## src/rtl/seq_detect_ctrl.sv

```systemverilog
`default_nettype none
// ============================================================================
// Module   : seq_detect_ctrl
// Brief    : Round-robin shares one serial sequence detector between two
//            requesters; shifts each word MSB-first and returns {id, hit count}.
//            Optional macro SEQ_DETECT_CTRL_FIRST_POS_EN adds res_first_pos.
// Revision : 1.0 - initial release
// ============================================================================
module seq_detect_ctrl #(
    parameter int WIDTH = 8,
    parameter int CNT_W = 4
) (
    input  logic             clk,
    input  logic             reset,
    input  logic             req0_valid,
    input  logic [WIDTH-1:0] req0_data,
    output logic             req0_ready,
    input  logic             req1_valid,
    input  logic [WIDTH-1:0] req1_data,
    output logic             req1_ready,
    output logic             det_clr,
    output logic             det_in,
    input  logic             det_out,
    output logic             res_valid,
    output logic             res_id,
    output logic [CNT_W-1:0] res_count,
`ifdef SEQ_DETECT_CTRL_FIRST_POS_EN
    output logic [CNT_W-1:0] res_first_pos,
`endif
    input  logic             res_ready
);

    typedef enum logic [2:0] {
        S_IDLE  = 3'd0,
        S_CLR   = 3'd1,
        S_SHIFT = 3'd2,
        S_DRAIN = 3'd3,
        S_DONE  = 3'd4
    } state_t;

    localparam logic [CNT_W-1:0] c_last_idx = CNT_W'(WIDTH - 1);
    localparam logic [CNT_W-1:0] c_one      = CNT_W'(1);

    state_t           r_state;
    state_t           w_next;
    logic [WIDTH-1:0] r_data;
    logic             r_id;
    logic             r_last_grant;
    logic [CNT_W-1:0] r_count;
    logic [CNT_W-1:0] r_idx;
    logic             w_any;
    logic             w_grant;
    logic             w_accept;
    logic             w_sample;

    assign w_any    = req0_valid | req1_valid;
    // Contention goes to whoever did not win last time.
    assign w_grant  = (req0_valid & req1_valid) ? ~r_last_grant : req1_valid;
    assign w_accept = (r_state == S_IDLE) & w_any;
    // det_out lags det_in by one edge, so SHIFT k=0 has nothing to sample yet
    // and DRAIN collects the result of the final bit.
    assign w_sample = ((r_state == S_SHIFT) && (r_idx != '0)) || (r_state == S_DRAIN);

    always_ff @(posedge clk) begin
        if (reset) begin
            r_state <= S_IDLE;
        end else begin
            r_state <= w_next;
        end
    end

    always_comb begin
        w_next     = r_state;
        req0_ready = 1'b0;
        req1_ready = 1'b0;
        det_clr    = 1'b0;
        det_in     = 1'b0;
        res_valid  = 1'b0;
        if (reset) begin
            det_clr = 1'b1;
        end else begin
            case (r_state)
                S_IDLE: begin
                    req0_ready = w_any & ~w_grant;
                    req1_ready = w_any & w_grant;
                    if (w_any) begin
                        w_next = S_CLR;
                    end
                end
                S_CLR: begin
                    det_clr = 1'b1;
                    w_next  = S_SHIFT;
                end
                S_SHIFT: begin
                    det_in = r_data[WIDTH-1];
                    if (r_idx == c_last_idx) begin
                        w_next = S_DRAIN;
                    end
                end
                S_DRAIN: begin
                    w_next = S_DONE;
                end
                S_DONE: begin
                    res_valid = 1'b1;
                    if (res_ready) begin
                        w_next = S_IDLE;
                    end
                end
                default: begin
                    w_next = S_IDLE;
                end
            endcase
        end
    end

`ifdef SEQ_DETECT_CTRL_FIRST_POS_EN
    logic [CNT_W-1:0] r_first_pos;
    logic [CNT_W-1:0] w_samp_idx;

    assign w_samp_idx = (r_state == S_DRAIN) ? c_last_idx : (r_idx - c_one);

    // All-ones marks "no hit yet"; it never aliases a real bit index.
    always_ff @(posedge clk) begin
        if (reset) begin
            r_first_pos <= '1;
        end else if (w_accept) begin
            r_first_pos <= '1;
        end else if (w_sample && det_out && (r_first_pos == '1)) begin
            r_first_pos <= w_samp_idx;
        end
    end

    assign res_first_pos = r_first_pos;
`endif

    always_ff @(posedge clk) begin
        if (reset) begin
            r_data       <= '0;
            r_id         <= 1'b0;
            r_last_grant <= 1'b1;
            r_count      <= '0;
            r_idx        <= '0;
        end else begin
            if (w_accept) begin
                r_data       <= w_grant ? req1_data : req0_data;
                r_id         <= w_grant;
                r_last_grant <= w_grant;
                r_count      <= '0;
            end
            if (r_state == S_CLR) begin
                r_idx <= '0;
            end
            if (r_state == S_SHIFT) begin
                r_data <= {r_data[WIDTH-2:0], 1'b0};
                r_idx  <= r_idx + c_one;
            end
            if (w_sample && det_out) begin
                r_count <= r_count + c_one;
            end
        end
    end

    assign res_id    = r_id;
    assign res_count = r_count;

endmodule
`default_nettype wire

```

## config.mk

```make
export PLATFORM = sky130hd
export DESIGN_NAME = seq_detect_ctrl
export DESIGN_NICKNAME = d
export VERILOG_FILES = /design/src/rtl/seq_detect_ctrl.sv
export SDC_FILE = /design/constraint.sdc
export NUM_CORES = 1
export LEC_CHECK = 0
export CORE_UTILIZATION = 50
export DETAILED_ROUTE_END_ITERATION = 8
export GPL_TIMING_DRIVEN = 0
export HOLD_SLACK_MARGIN = 0.1
export PLACE_DENSITY = 0.79
export SLEW_MARGIN = 20
export SYNTH_ARGS = -nofsm -noshare
export SYNTH_HDL_FRONTEND = slang
export SYNTH_SLANG_ARGS = --single-unit
export TNS_END_PERCENT = 50
```

## constraint.sdc

```tcl
create_clock -name clk -period 2.9 [get_ports clk]
set_input_delay 0.29 -clock clk [delete_from_list [all_inputs] [get_ports clk]]
set_output_delay 0.29 -clock clk [all_outputs]
set_load 0.02 [all_outputs]
```

Yosys cells after proc, flatten, opt, wreduce, memory -nomap -nowiden
Index checks and enable logic that the tools add are counted.
- $add $sub $neg: 2
- equality and inequality tests: 8
- multiplexer cells: 22
- bitwise gates (word level): 7
- reductions and logical operators: 10
- operator list (kind ; count):
    two-way mux 8 bit ; 3
    two-way mux 4 bit ; 4
    one-hot mux 3 bit (5 select lines) ; 1
    two-way mux 1 bit ; 11
    two-way mux 3 bit ; 3
    adder 4 x 1 -> 4 bit, second input constant ; 2
    == test 3 x 2 -> 1 bit, second input constant ; 2
    inequality test 2 bit, second input constant ; 3
    nonzero test 2 bit ; 3
    AND 1 bit ; 4
    == test 4 x 3 -> 1 bit, second input constant ; 1
    nonzero test 4 bit ; 1
    == test 3 x 1 -> 1 bit, second input constant ; 1
    == test 3 bit, second input constant ; 1
    logical NOT 3 bit ; 1
    AND reduction 3 bit ; 1
    logical AND 1 bit ; 2
    NOT 1 bit ; 2
    OR reduction 2 bit ; 1
    logical OR 1 bit ; 1
    bitwise OR 1 bit ; 1
- register bits: 21
- input port bits: 22
- output and inout bits: 10

Longest topological paths before layout
- word-level depth: 6
- gate-level depth with buffers: 6
- depth with buffers taken out: 6

Worst setup path after synthesis
OpenSTA, ideal clock, no wires.
- path kind: input to output
- start point: input port reset
- end point: output port det_in
- arrival: 1.460 ns
- required time: 2.610 ns
- slack: 1.150 ns
- stages on the path: 3
- path buffers: 2
- cell sequence: clkbuf_1 clkbuf_1 nor4b_1
- cells in the longest elaborated chain, start to end: 1
- RTL lines (element ; line ; source):
    from (decl) ; 14 ; input logic reset,
    two-way mux 1 bit ; 79 ; if (reset) begin
    to (decl) ; 22 ; output logic det_in,
No other way between the ends.

Final worst setup path
- start point: input port req1_valid
- end point: output port req1_ready
- cells in the longest elaborated chain, start to end: 5
- RTL lines (element ; line ; source):
    from (decl) ; 18 ; input logic req1_valid,
    AND 1 bit ; 58 ; assign w_grant = (req0_valid & req1_valid) ? ~r_last_grant : req1_valid;
    two-way mux 1 bit ; 58 ;
    AND 1 bit (*) ; 85 ; req1_ready = w_any & w_grant;
    two-way mux 1 bit (*) ; 82 ; case (r_state)
    two-way mux 1 bit (*) ; 79 ;
    to (decl) ; 20 ; output logic req1_ready,
Every way passes the cells marked *; elsewhere a longest branch is shown, timed or not.

==> flow_metrics.py <==
metrics = {
    "routing": {
        "drt_iter0_drc": 14,
        "drt_first_pass_iters": 4,
        "vias": 1077,
        "drc": 0,
        "routed_wl_um": 2750,
        "wl_per_cell_um": 14.7,
        "ant_nets": 0,
        "vias_per_cell": 5.76,
    },
    "global_route": {
        "grt_pass1_vias": 993,
        "globalRouteOverflowTotal": 0,
        "grt_pass1_wl_um": 4470,
        "antenna_found_initial": 0,
        "track_usage": 0.240,
        "grt_start_max_net_pins": 12,
    },
    "timing": {
        "relSlewSlack": 0.464,
        "min_period_ns": 2.73,
        "fmax_mhz": 366,
        "post-route-period-util": 0.942,
        "rsz0062_at_grt": "no",
        "hold_violations": 0,
        "finalSetupViolations": 0,
        "worstMarginPinSlew_ns": 0.798,
        "drv_slew": 0,
        "fin_setup_tns_ns": 0,
        "skew_ns": 0.00488,
    },
    "worst_setup_path": {
        "r2r_end": "r_data[0]$_SDFFE_PP0P_",
        "critical_path_class": "in2out",
        "rrSetupSlack_ns": 1.26,
        "cp-endpoint": "req1_ready",
        "startpoint_type": "primary input",
        "critical_path.reg2reg.startpoint": "r_state[0]$_SDFFE_PP0P_",
        "worstPathRequired_ns": 2.61,
        "cp-end-kind": "primary output",
        "crit_start": "req1_valid",
        "ff2ff_path_depth": 5,
        "path_max_fanout": 7,
        "cp.arrival_ns": 2.44,
    },
    "clocking": {
        "clk_pin_slew_ns": 0.11,
        "cts_tree": "yes",
        "cts_sinks": 21,
        "root_buffer": "clkbuf_4",
        "cts_buffers": 3,
        "cts_resized": 0,
        "clock_latency_ns": 0.30,
        "cts.htree.levels": 1,
        "clock_path_buffers": 2,
        "cts_hold_buf": 0,
        "post_cts_buffers": 0,
    },
    "logic_synthesis": {
        "syn_area_mm2": 0.00112,
        "synthCells": 126,
        "synthTopCellsByArea": "dfxtp_1, a22oi_1, mux2i_1, ha_1, nand2b_1",
        "synth_top_area_share": 0.375,
        "synth_seq_area_share": 0.375,
        "async_flop_share": 0,
        "ys_types": 42,
        "synth_flop_cell": "dfxtp_1",
        "synth_largest_area_cell": "dfxtp_1",
        "synth.avg_cell_area_um2": 8.91,
        "synth_edf_count": 0,
        "ys_warn_count": 0,
        "ys_ff_latch": 21,
        "syn_nets": 151,
    },
    "power": {
        "power_density_mw_per_mm2": 485,
        "p_switching_w": 0.000233,
        "p_comb_frac": 0.331,
        "ir_drop_v": 0.000303,
        "internal_power_w": 0.000486,
        "leakagePower_nw": 0.515,
        "sequentialPowerShare": 0.476,
        "sw_frac_of_total": 0.324,
        "power.share.clock": 0.192,
    },
    "cells_and_area": {
        "fin_area_mm2": 0.00148,
        "areaGrowthSynthToFinish_pct": 32.1,
        "drive_gt1_frac": 0.0625,
        "fillers": 166,
        "nets": 186,
        "antenna_cells": 0,
    },
    "floorplanning": {
        "fp.dieW_um": 49.4,
        "die_y_um": 49.4,
        "start_util": 0.550,
        "dieArea_mm2": 0.00244,
        "std_cell_rows": 16,
        "ios": 32,
        "core_area_mm2": 0.00204,
    },
    "place": {
        "hpwl_um": 2150,
        "postPlaceCellArea_mm2": 0.00146,
        "globalplace.congestion": 0.953,
        "port_buffers": 30,
    },
    "job": {
        "max_cap_viol_count": 0,
    },
    "status": {
        "status": "finished, final reports clean",
    },
    "worst_hold_path": {
        "worstHoldPathType": "reg2reg",
    },
}
[metrics by stage]
step | hold slack (ns) | util | total power [W] | setup slack [ns] | std cells
detailed placement | 0.488 | 0.713 | 0.000585 | 0.179 | 183
floorplan | 0.453 | - | 0.000501 | 1.15 | 126
CTS | 0.515 | 0.726 | 0.000721 | 0.175 | 187
global route | 0.548 | 0.726 | 0.000761 | 0.0365 | 187
finish | 0.504 | 0.726 | 0.000719 | 0.170 | 187
global placement | 0.480 | 0.713 | 0.000576 | 0.202 | 183
[kinds of logic (layout without fill, tap and decap cells)]
logic type / count (synthesis) / in the layout / share of synthesized area
simple gates: 42 / 42 / 0.232
compound gates: 41 / 41 / 0.252
flops: 21 / 21 / 0.375
buf+inv: 12 / 46 / 0.0468
mux: 5 / 5 / 0.0457
fa+ha+maj: 3 / 3 / 0.0334
xor+xnor: 2 / 2 / 0.0156
[area by class of cell]
cell class	count	area, um^2	area share
multi-input combinational	93	649	0.438
sequential	21	420	0.284
timing repair buffer	30	300	0.203
buffer	8	37.5	0.0253
tap	27	33.8	0.0228
clock buffer	4	26.3	0.0177
inverter	4	15.0	0.0101
[power groups by stage]
stage | Combinational (W) | Sequential, W | Clock (W)
finish | 0.000238 | 0.000343 | 0.000138
global route | 0.000260 | 0.000347 | 0.000154
CTS | 0.000237 | 0.000342 | 0.000142
detailed placement | 0.000237 | 0.000349 | 0
global placement | 0.000229 | 0.000347 | 0
floorplan | 0.000157 | 0.000345 | 0
[worst min path at each step]
| stage | startpoint | end | slack (ns) | cells past startpoint |
|---|---|---|---|---|
| 2_1_floorplan | req1_data[0] | r_data[0]$_SDFFE_PP0P_ | 0.45 | 2 |
| 3_3_place_gp | res_id$_SDFFE_PP0P_ | res_id$_SDFFE_PP0P_ | 0.48 | 2 |
| 3_5_place_dp | res_id$_SDFFE_PP0P_ | res_id$_SDFFE_PP0P_ | 0.49 | 2 |
| 4_1_cts | res_id$_SDFFE_PP0P_ | res_id$_SDFFE_PP0P_ | 0.51 | 2 |
| 5_1_grt | res_id$_SDFFE_PP0P_ | res_id$_SDFFE_PP0P_ | 0.55 | 2 |
| 6_report | res_id$_SDFFE_PP0P_ | res_id$_SDFFE_PP0P_ | 0.50 | 2 |
[placed cells by master (no fill, tap or decap), types with 4 or more instances in the layout]
master / n
nor2_1: 8
a22oi_1: 11
a21oi_1: 7
clkdlybuf4s50_1: 30
mux2i_1: 4
nand2b_1: 6
o21ai_0: 5
nor2b_1: 6
nor3_1: 4
o22ai_1: 4
inv_1: 4
dfxtp_1: 21
clkbuf_1: 7
[critical path, stage by stage]
cell and delay [ns]:
clkdlybuf4s50_1 0.54, a21boi_2 0.40, and2_0 0.19, clkbuf_1 0.25
nor2b_1 0.17, clkdlybuf4s50_1 0.60
[flip-flops by register name (all words and copies together) (netlist names)]
name and cells:
res_count 4, r_data 8, r_last_grant 1, r_idx 4, res_id 1, r_state 3
[cell usage after synthesis (all sizes together) (3+ instances only)]
master / instances
mux2i: 4
ha: 3
dfxtp: 21
o21ai: 5
nand2: 3
nand3: 3
a21oi: 7
nor3: 4
nor2: 8
a22o: 3
inv: 4
nor2b: 6
nand2b: 6
clkbuf: 6
o22ai: 4
a22oi: 11
[layer usage]
metal  routed length [um]  vias up  GRT usage
li1                     -      536          -
met1                 1270      498      0.299
met2                 1310       39      0.418
met3                  139        4     0.0343
met4                   29        0     0.0857
met5                    0        -          0
(Power assumes the default switching activity.)
